--- config.mk ---
export PLATFORM = sky130hd
export DESIGN_NAME = muldiv_sequencer_flat
export DESIGN_NICKNAME = d
export VERILOG_FILES = /design/src/rtl/muldiv_sequencer_pkg.sv /design/src/rtl/muldiv_sequencer_if.sv /design/src/rtl/muldiv_step.sv /design/src/rtl/muldiv_sequencer.sv /design/src/flat_wrapper.sv
export SDC_FILE = /design/constraint.sdc
export NUM_CORES = 1
export LEC_CHECK = 0
export CAP_MARGIN = 10
export CORE_ASPECT_RATIO = 0.75
export CORE_UTILIZATION = 40
export DETAILED_ROUTE_END_ITERATION = 8
export HOLD_SLACK_MARGIN = 0.05
export SETUP_SLACK_MARGIN = 0.1
export SLEW_MARGIN = 20
export SYNTH_ARGS = -nofsm -noshare
export SYNTH_HDL_FRONTEND = slang
export SYNTH_SLANG_ARGS = --single-unit
--- constraint.sdc ---
create_clock -name clk -period 9.7 [get_ports clk]
set_clock_uncertainty 0.15 [all_clocks]
set_input_delay 0.97 -clock clk [delete_from_list [all_inputs] [get_ports clk]]
set_output_delay 0.97 -clock clk [all_outputs]
set_load 0.03 [all_outputs]
--- src/rtl/muldiv_sequencer_pkg.sv ---
// rtl/muldiv_sequencer_pkg.sv - shared encodings and helpers for the RV32M multiply/divide sequencer
package muldiv_sequencer_pkg;

    localparam int XLEN = 32;
    localparam logic [4:0] ITER_LAST = 5'd31;

    typedef enum logic [1:0] {
        ST_IDLE = 2'd0,
        ST_CALC = 2'd1,
        ST_FIX  = 2'd2,
        ST_DONE = 2'd3
    } state_e;

    typedef enum logic [2:0] {
        FN_MUL    = 3'b000,
        FN_MULH   = 3'b001,
        FN_MULHSU = 3'b010,
        FN_MULHU  = 3'b011,
        FN_DIV    = 3'b100,
        FN_DIVU   = 3'b101,
        FN_REM    = 3'b110,
        FN_REMU   = 3'b111
    } funct_e;

    function automatic logic [31:0] neg32(input logic [31:0] v);
        return ~v + 32'd1;
    endfunction

    function automatic logic [63:0] neg64(input logic [63:0] v);
        return ~v + 64'd1;
    endfunction

endpackage

--- src/rtl/muldiv_sequencer_if.sv ---
// rtl/muldiv_sequencer_if.sv - EX-stage request/response bundle between pipeline and muldiv sequencer
interface muldiv_sequencer_if;

    logic                                    start;
    logic [2:0]                              function3;
    logic [muldiv_sequencer_pkg::XLEN-1:0]   op_a;
    logic [muldiv_sequencer_pkg::XLEN-1:0]   op_b;
    logic                                    kill;
    logic                                    busy;
    logic                                    stall;
    logic                                    done;
    logic [muldiv_sequencer_pkg::XLEN-1:0]   result;

    modport master (
        output start, function3, op_a, op_b, kill,
        input  busy, stall, done, result
    );

    modport slave (
        input  start, function3, op_a, op_b, kill,
        output busy, stall, done, result
    );

endinterface

--- src/rtl/muldiv_step.sv ---
// rtl/muldiv_step.sv - one combinational radix-2 iteration: shift-add multiply or restoring divide
// Divider half exists only when MULDIV_DIV_EN is defined.
module muldiv_step (
    input  logic [63:0] acc_i,
    input  logic [31:0] operand_i,
    input  logic        div_sel_i,
    output logic [63:0] acc_o
);

    logic [32:0] add_sum;

    // Low half holds the unconsumed multiplier bits; the carry re-enters at bit 63 on the shift.
    always_comb begin
        add_sum = {1'b0, acc_i[63:32]} + (acc_i[0] ? {1'b0, operand_i} : 33'd0);
    end

`ifdef MULDIV_DIV_EN
    logic [32:0] rem_shift;
    logic [31:0] diff_lo;
    logic        fits;

    // Remainder is always below the divisor, so a successful subtract fits in 32 bits.
    always_comb begin
        rem_shift = acc_i[63:31];
        fits      = rem_shift >= {1'b0, operand_i};
        diff_lo   = rem_shift[31:0] - operand_i;
        if (!div_sel_i) begin
            acc_o = {add_sum, acc_i[31:1]};
        end else if (fits) begin
            acc_o = {diff_lo, acc_i[30:0], 1'b1};
        end else begin
            acc_o = {rem_shift[31:0], acc_i[30:0], 1'b0};
        end
    end
`else
    always_comb begin
        acc_o = div_sel_i ? 64'd0 : {add_sum, acc_i[31:1]};
    end
`endif

endmodule

--- src/rtl/muldiv_sequencer.sv ---
// rtl/muldiv_sequencer.sv - iterative RV32M mul/div controller with pipeline stall and done pulse
// Divide support is built only when MULDIV_DIV_EN is defined.
module muldiv_sequencer
    import muldiv_sequencer_pkg::*;
(
    input  logic              clk,
    input  logic              rst,
    muldiv_sequencer_if.slave bus
);

    state_e      state_q, state_d;
    logic [4:0]  count_q, count_d;
    funct_e      fn_q, fn_d;
    logic [63:0] acc_q, acc_d;
    logic [31:0] opnd_q, opnd_d;
    logic        sign_q, sign_d;
    logic [31:0] result_q, result_d;
    logic        busy_q, busy_d;

    funct_e      fn_in;
    logic        accept;
    logic        is_div_in;
    logic        signed_a, signed_b;
    logic        neg_a, neg_b;
    logic [31:0] a_mag, b_mag;
    logic [63:0] step_acc;
    logic [63:0] prod_fix;
    logic [31:0] fix_value;

    muldiv_step u_step (
        .acc_i     (acc_q),
        .operand_i (opnd_q),
        .div_sel_i (fn_q[2]),
        .acc_o     (step_acc)
    );

    always_comb begin
        fn_in     = funct_e'(bus.function3);
        is_div_in = bus.function3[2];
        accept    = (state_q == ST_IDLE) && bus.start && !bus.kill;
        signed_a  = (fn_in != FN_MULHU) && (fn_in != FN_DIVU) && (fn_in != FN_REMU);
        signed_b  = signed_a && (fn_in != FN_MULHSU);
        neg_a     = signed_a && bus.op_a[31];
        neg_b     = signed_b && bus.op_b[31];
        a_mag     = neg_a ? neg32(bus.op_a) : bus.op_a;
        b_mag     = neg_b ? neg32(bus.op_b) : bus.op_b;
    end

    always_comb begin
        prod_fix  = sign_q ? neg64(acc_q) : acc_q;
        fix_value = 32'd0;
        case (fn_q)
            FN_MUL:                        fix_value = prod_fix[31:0];
            FN_MULH, FN_MULHSU, FN_MULHU:  fix_value = prod_fix[63:32];
`ifdef MULDIV_DIV_EN
            FN_DIV, FN_DIVU:  fix_value = sign_q ? neg32(acc_q[31:0])  : acc_q[31:0];
            FN_REM, FN_REMU:  fix_value = sign_q ? neg32(acc_q[63:32]) : acc_q[63:32];
`endif
            default:                       fix_value = 32'd0;
        endcase
    end

    always_comb begin
        state_d  = state_q;
        count_d  = count_q;
        fn_d     = fn_q;
        acc_d    = acc_q;
        opnd_d   = opnd_q;
        sign_d   = sign_q;
        result_d = result_q;

        case (state_q)
            ST_IDLE: begin
                if (accept) begin
                    fn_d    = fn_in;
                    state_d = ST_CALC;
                    count_d = ITER_LAST;
                    acc_d   = {32'd0, a_mag};
                    opnd_d  = b_mag;
                    // Remainder follows the dividend; everything else follows the operand xor.
                    sign_d  = (is_div_in && bus.function3[1]) ? neg_a : (neg_a ^ neg_b);
`ifdef MULDIV_DIV_EN
                    if (is_div_in && (bus.op_b == 32'd0)) begin
                        state_d  = ST_DONE;
                        result_d = bus.function3[1] ? bus.op_a : 32'hFFFF_FFFF;
                    end else if (is_div_in && !bus.function3[0] &&
                                 (bus.op_a == 32'h8000_0000) && (bus.op_b == 32'hFFFF_FFFF)) begin
                        state_d  = ST_DONE;
                        result_d = bus.function3[1] ? 32'd0 : 32'h8000_0000;
                    end
`else
                    if (is_div_in) begin
                        state_d  = ST_DONE;
                        result_d = 32'd0;
                    end
`endif
                end
            end
            ST_CALC: begin
                acc_d = step_acc;
                if (count_q == 5'd0) begin
                    state_d = ST_FIX;
                end else begin
                    count_d = count_q - 5'd1;
                end
            end
            ST_FIX: begin
                result_d = fix_value;
                state_d  = ST_DONE;
            end
            ST_DONE: begin
                state_d = ST_IDLE;
            end
            default: begin
                state_d = ST_IDLE;
            end
        endcase

        // A flush drops the in-flight op without touching the visible result.
        if (bus.kill && ((state_q == ST_CALC) || (state_q == ST_FIX))) begin
            state_d  = ST_IDLE;
            result_d = result_q;
        end

        busy_d = (state_d == ST_CALC) || (state_d == ST_FIX);
    end

    always_ff @(posedge clk or posedge rst) begin
        if (rst) begin
            state_q  <= ST_IDLE;
            count_q  <= 5'd0;
            fn_q     <= FN_MUL;
            acc_q    <= 64'd0;
            opnd_q   <= 32'd0;
            sign_q   <= 1'b0;
            result_q <= 32'd0;
            busy_q   <= 1'b0;
        end else begin
            state_q  <= state_d;
            count_q  <= count_d;
            fn_q     <= fn_d;
            acc_q    <= acc_d;
            opnd_q   <= opnd_d;
            sign_q   <= sign_d;
            result_q <= result_d;
            busy_q   <= busy_d;
        end
    end

    assign bus.busy   = busy_q;
    assign bus.stall  = ((state_q == ST_IDLE) && bus.start) || busy_q;
    assign bus.done   = (state_q == ST_DONE);
    assign bus.result = result_q;

endmodule
--- src/flat_wrapper.sv ---
// flat-port wrapper written by rule: the top's interface ports become plain ports
module muldiv_sequencer_flat import muldiv_sequencer_pkg::*;
  (clk, rst, bus_start, bus_function3, bus_op_a, bus_op_b, bus_kill, bus_busy, bus_stall, bus_done, bus_result);
  muldiv_sequencer_if bus_i ();
  input  logic clk;
  input  logic rst;
  input wire logic [$bits(bus_i.start)-1:0] bus_start;
  input wire logic [$bits(bus_i.function3)-1:0] bus_function3;
  input wire logic [$bits(bus_i.op_a)-1:0] bus_op_a;
  input wire logic [$bits(bus_i.op_b)-1:0] bus_op_b;
  input wire logic [$bits(bus_i.kill)-1:0] bus_kill;
  output wire logic [$bits(bus_i.busy)-1:0] bus_busy;
  output wire logic [$bits(bus_i.stall)-1:0] bus_stall;
  output wire logic [$bits(bus_i.done)-1:0] bus_done;
  output wire logic [$bits(bus_i.result)-1:0] bus_result;
  assign bus_i.start = bus_start;
  assign bus_i.function3 = bus_function3;
  assign bus_i.op_a = bus_op_a;
  assign bus_i.op_b = bus_op_b;
  assign bus_i.kill = bus_kill;
  assign bus_busy = bus_i.busy;
  assign bus_stall = bus_i.stall;
  assign bus_done = bus_i.done;
  assign bus_result = bus_i.result;
  muldiv_sequencer u_core (.clk(clk), .rst(rst), .bus(bus_i));
endmodule
# ---- Word-level counts from Yosys, hierarchy flattened
# Index checks and enable logic that the tools add are counted.
dict set report totals {
  out_inout_bits 35
  inputBits 71
  ff_bits 140
  word_cells 76
}
dict set report classes {
  n_bitwise 5
  eq_ne 15
  n_addsub 5
  n_mux 20
  reduce_logical 23
}
# cell n
set ops {}
lappend ops {{$mux 64} 3}
lappend ops {{$mux 32} 5}
lappend ops {{$pmux 32 s2} 2}
lappend ops {{$pmux 64 s2} 1}
lappend ops {{$add 32x1->32 const B} 2}
lappend ops {{$add 64x1->64 const B} 1}
lappend ops {{$not 32->32} 2}
lappend ops {{$not 64->64} 1}
lappend ops {{$add 32x33->33} 1}
lappend ops {{$mux 5} 2}
lappend ops {{$pmux 5 s2} 1}
lappend ops {{$logic_and 1x1->1} 9}
lappend ops {{$mux 2} 4}
lappend ops {{$pmux 2 s4} 1}
lappend ops {{$eq 2x2->1 const B} 3}
lappend ops {{$eq 3x2->1 const B} 2}
lappend ops {{$ne 3x2->1 const B} 2}
lappend ops {{$ne 3x3->1 const B} 2}
lappend ops {{$logic_not 5->1} 1}
lappend ops {{$sub 5x1->5 const B} 1}
lappend ops {{$eq 2x1->1 const B} 2}
lappend ops {{$ne 2x2->1 const B} 2}
lappend ops {{$reduce_and 2->1} 2}
lappend ops {{$reduce_and 4->1} 1}
lappend ops {{12 further kinds} 15}

# ---- Depth between registers and ports, before layout
dict set report logic_depth {
  ltp_word 8
  ltp_mapped 13
  ltp_nobuf 12
}

# ---- Hierarchy
# A second synthesis with hierarchy kept.
dict set report hier_totals {
  cells_unflattened 1392
  hier_area_um2 11348.4
}
# module seq_area_each_um2 n_inst cells_each area_each_um2
set modules_own_cells {}
lappend modules_own_cells {muldiv_sequencer 3503.4 1 991 8738.4}
lappend modules_own_cells {muldiv_step 0.0 1 401 2610.0}

# ---- Worst setup path after synthesis
# Ideal clock, no wire load.
dict set report synth_path {
  kind {reg-to-reg}
  startpoint {register u_core.acc_q[0]}
  endpoint {register u_core.result_q[20], in the netlist u_core.bus.result[20]}
  path_buffers 2
  period_less_slack_ns 3.348
  slack_ns 6.352
  t_required_ns 9.421
  setup_ns 0.129
  t_arrival_ns 3.069
  stages_incl_launch_ff 13
  cell_sequence {dfrtp_1 -> buf_6 -> clkbuf_1 -> inv_1 -> ha_1 -> or3b_2 -> or4_1 -> nor4_2 -> nand3_2 -> or3_1 -> o31ai_1 -> xor2_1 -> o21ai_1}
}
dict set report synth_between {
  elab_chain_cells 5
}
# item line
set synth_lines {}
lappend synth_lines {{start: declaration} muldiv_sequencer.sv:14} ;# logic [63:0] acc_q, acc_d;
lappend synth_lines {{start signal: assignment} muldiv_sequencer.sv:133} ;# acc_q <= 64'd0;
lappend synth_lines {{start signal: assignment} muldiv_sequencer.sv:142} ;# acc_q <= acc_d;
lappend synth_lines {{$not 64->64} muldiv_sequencer_pkg.sv:30} ;# return ~v + 64'd1;
lappend synth_lines {{$add 64x1->64} muldiv_sequencer_pkg.sv:30}
lappend synth_lines {{$mux 64} muldiv_sequencer.sv:50} ;# prod_fix = sign_q ? neg64(acc_q) : acc_q;
lappend synth_lines {{$pmux 32 s2} muldiv_sequencer.sv:52} ;# case (fn_q)
lappend synth_lines {{$pmux 32 s2} muldiv_sequencer.sv:72} ;# case (state_q)
lappend synth_lines {{end signal: assignment} muldiv_sequencer.sv:145} ;# result_q <= result_d;
lappend synth_lines {{end: declaration} muldiv_sequencer.sv:17} ;# logic [31:0] result_q, result_d;
# Every way passes these cells.
# A chain may end at the register's enable or synchronous reset.

# ---- Final worst setup path
# Ends and elaborated chain as after synthesis.

==> reports/qor.yml <==
final_layout:
  area_growth_pct: 18.34
  fill_cells: 2392
  insertedDiodeCount: 0
  drive_gt1_share_pct: 5.845
  fin_nets: 1368
sta:
  drv_slew: 0
  max_freq_mhz: 252.1
  max_slew_margin_pct: 34.01
  finalHoldViolCount: 0
  fin_crit_sh_pct: 40.89
  fin_ws_ps: 5733
  rsz0062_at_grt: "no"
  finalSetupViolations: 0
  period_minus_slack_ps: 3967
  worstMarginPinSlew_ps: 989.9
  fin_setup_tns_ps: 0
hold_path:
  worstHoldPathType: "reg -> reg"
floorplan:
  io_pins: 106
  dieWidth_um: 185.5
  initial_utilization_pct: 41.38
  core_um2: 24400
  die_height_um: 139.6
  num_rows: 49
  fp.dieArea_um2: 25890
power_and_ir_drop:
  power.switching_mw: 1.517
  p_int_mw: 1.886
  peakVddDrop_uv: 178.7
  clkPwrFrac_pct: 18.4
  power.density_nw_per_um2: 284.8
  combPwrFrac_pct: 48.6
  p_leak_nw: 4.949
  seq_power_share_pct: 33.0
  p_sw_share_pct: 44.58
critical_path:
  critPathKind: "reg -> reg"
  setup.worst_path.start: "u_core.acc_q[0]$_DFFE_PP0P_"
  cp-end-kind: "flop"
  rrSetupSlack_ps: 5730
  worstPathRequired_ps: 9840
  r2r-start: "u_core.acc_q[0]$_DFFE_PP0P_"
  regToRegEndpoint: "u_core.bus.result[20]$_DFFE_PP0P_"
  crit_arrival_ps: 4100
  cp-start-kind: "flop"
  reg2regPathDepth: 11
  endpoint: "u_core.bus.result[20]$_DFFE_PP0P_"
  cp_max_fo: 37
logic_synthesis:
  yosysWarningCount: 0
  synthTopCellsByArea: "dfrtp_1 (35%), o21ai_0 (6.7%), xor2_1 (6.6%), nand2_1 (5.4%), xnor2_1 (5.3%)"
  synthesis.area_um2: 10100
  synthDistinctLibCells: 72
  yosys.area.top_type: "dfrtp_1"
  synth.top_cell.area_share_pct: 34.70
  synth_nets: 1294
  synth.most_common_cell: "nand2_1"
  synth.top_cells.by_count: "nand2_1 (146), dfrtp_1 (140), o21ai_0 (135), xor2_1 (76), nor2_1 (65)"
  netlist_instances: 1182
  ys_seq_area_share_pct: 34.70
  synth-main-ff-cell: "dfrtp_1"
  synth_seq_cells: 140
  synth_edf_count: 0
  async_flop_share_pct: 100.0
  syn_avg_cell_area_um2: 8.542
clock_network:
  cts_resized: 0
  postCtsSetupRepairBufs: 0
  cts_buffers: 17
  cts.htree.levels: 4
  tritoncts: "yes"
  cts.path.max_buffers: 2
  clock_sinks: 140
  clkTransAtPathRegs_ps: 60
  cts_root_buf: "clkbuf_16"
  cts_hold_buf: 0
  clkLatencyLatePin_ps: 430
detailed_routing:
  num_vias: 9082
  antenna_left: 0
  routed_wl_um: 28080
  routedWlPerCell_um: 17.58
  drc: 0
  dr.pass1.iters: 8
  drt_iter0_drc: 732
  via_per_inst: 5.687
place:
  gp_congestion: 0.9080
  place_hpwl_um: 20910
  place_ws_ps: 5584
  port_buffers: 105
global_route:
  antenna_found_initial: 0
  grt_max_degree: 79
  grt_pass1_wl_um: 46540
  grt_pass1_vias: 8759
  grt.overflow.total: 0
  grt_usage_pct: 22.81
run:
  cap_violations: 0
status:
  status: "finished, final reports clean"
worst min path at each step:
stage / startpoint / to / slack [ps] / cells past startpoint
3_5_place_dp: u_core.bus.result[27]$_DFFE_PP0P_ / u_core.bus.result[27]$_DFFE_PP0P_ / 310 / 2
4_1_cts: u_core.bus.result[27]$_DFFE_PP0P_ / u_core.bus.result[27]$_DFFE_PP0P_ / 320 / 2
6_report: u_core.bus.result[27]$_DFFE_PP0P_ / u_core.bus.result[27]$_DFFE_PP0P_ / 320 / 2
3_3_place_gp: u_core.bus.result[27]$_DFFE_PP0P_ / u_core.bus.result[27]$_DFFE_PP0P_ / 300 / 2
2_1_floorplan: u_core.opnd_q[31]$_DFFE_PP0P_ / u_core.opnd_q[31]$_DFFE_PP0P_ / 290 / 2
5_1_grt: u_core.opnd_q[9]$_DFFE_PP0P_ / u_core.opnd_q[9]$_DFFE_PP0P_ / 350 / 2
placed cells by master (no fill, tap or decap), drive strengths merged, types with 9 or more instances in the layout:
cell type,Yosys,final
o31ai,36,36
o21ai,140,140
clkbuf,57,20
or4,19,19
o221ai,19,19
ha,40,40
nor4,10,10
xnor2,61,61
a21o,15,15
buf,2,10
dfrtp,140,140
nand2b,9,9
nand3,9,9
nand2,146,146
xor2,76,76
and2,36,36
o41ai,13,13
mux2i,9,9
a22oi,41,41
clkdlybuf4s50,1,105
a21oi,62,62
inv,31,31
o21a,12,12
nor3,24,24
nor2,65,65
or3,22,22
metal layers:
layer	vias up	global-route usage [%]	routed length (um)
met4	0	5.046	330
met2	246	32.35	11710
met3	25	4.109	1466
met5	-	0	0
met1	4363	35.45	14570
li1	4448	-	-
sequential cells by signal, indices dropped and copies added (netlist names):
| signal | count |
|---|---|
| u_core.fn_q | 3 |
| u_core.count_q | 5 |
| u_core.bus.result | 32 |
| u_core.opnd_q | 32 |
| u_core.sign_q | 1 |
| u_core.state_q | 2 |
| u_core.acc_q | 64 |
| u_core.bus.busy | 1 |
cell type report:
| class | instances | area [um^2] | area share, % |
|---|---|---|---|
| repair buffers | 115 | 1126 | 9.424 |
| clock inverters | 9 | 98.84 | 0.8272 |
| flip-flops and latches | 140 | 3505 | 29.33 |
| inverters | 31 | 121.4 | 1.016 |
| multi-input cells | 951 | 6237 | 52.20 |
| well taps | 331 | 414.1 | 3.466 |
| clock buffers | 20 | 446.7 | 3.738 |
through the flow:
stage	hold slack, ps	instances	utilization (%)	instance area (um^2)	power [mW]
finish	315.2	1597	48.97	11950	3.403
global route	349.9	1597	48.97	11950	3.670
CTS	320.6	1597	48.95	11940	3.412
detailed placement	308.3	1568	46.71	11400	2.771
global placement	302.2	1568	46.71	11400	2.749
floorplan	288.3	1182	-	10100	2.256
power by group through the flow:
| stage | sequential [mW] | clock, mW | combinational [mW] |
|---|---|---|---|
| floorplan | 1.10 | 0 | 1.16 |
| global placement | 1.12 | 0 | 1.63 |
| detailed placement | 1.13 | 0 | 1.65 |
| CTS | 1.12 | 0.640 | 1.65 |
| global route | 1.15 | 0.663 | 1.85 |
| finish | 1.12 | 0.627 | 1.65 |
cells by family after synthesis:
family          Yosys count  synth area share, %
simple gates            374                18.49
compound gates          390                24.96
buf+inv                  91                3.928
xor+xnor                137                11.88
flops                   140                34.70
fa+ha+maj                41                5.155
mux                       9               0.8922
critical path: stages, from the launching register on:
cell	delay [ps]
dfrtp_1	360
buf_4	230
inv_1	90
ha_1	150
or3b_2	490
or4_1	580
nor4_2	540
nand3_2	300
or3_1	410
o31ai_1	260
xor2_1	180
o21ai_1	70
No activity file was read; power rests on OpenSTA's default activity.
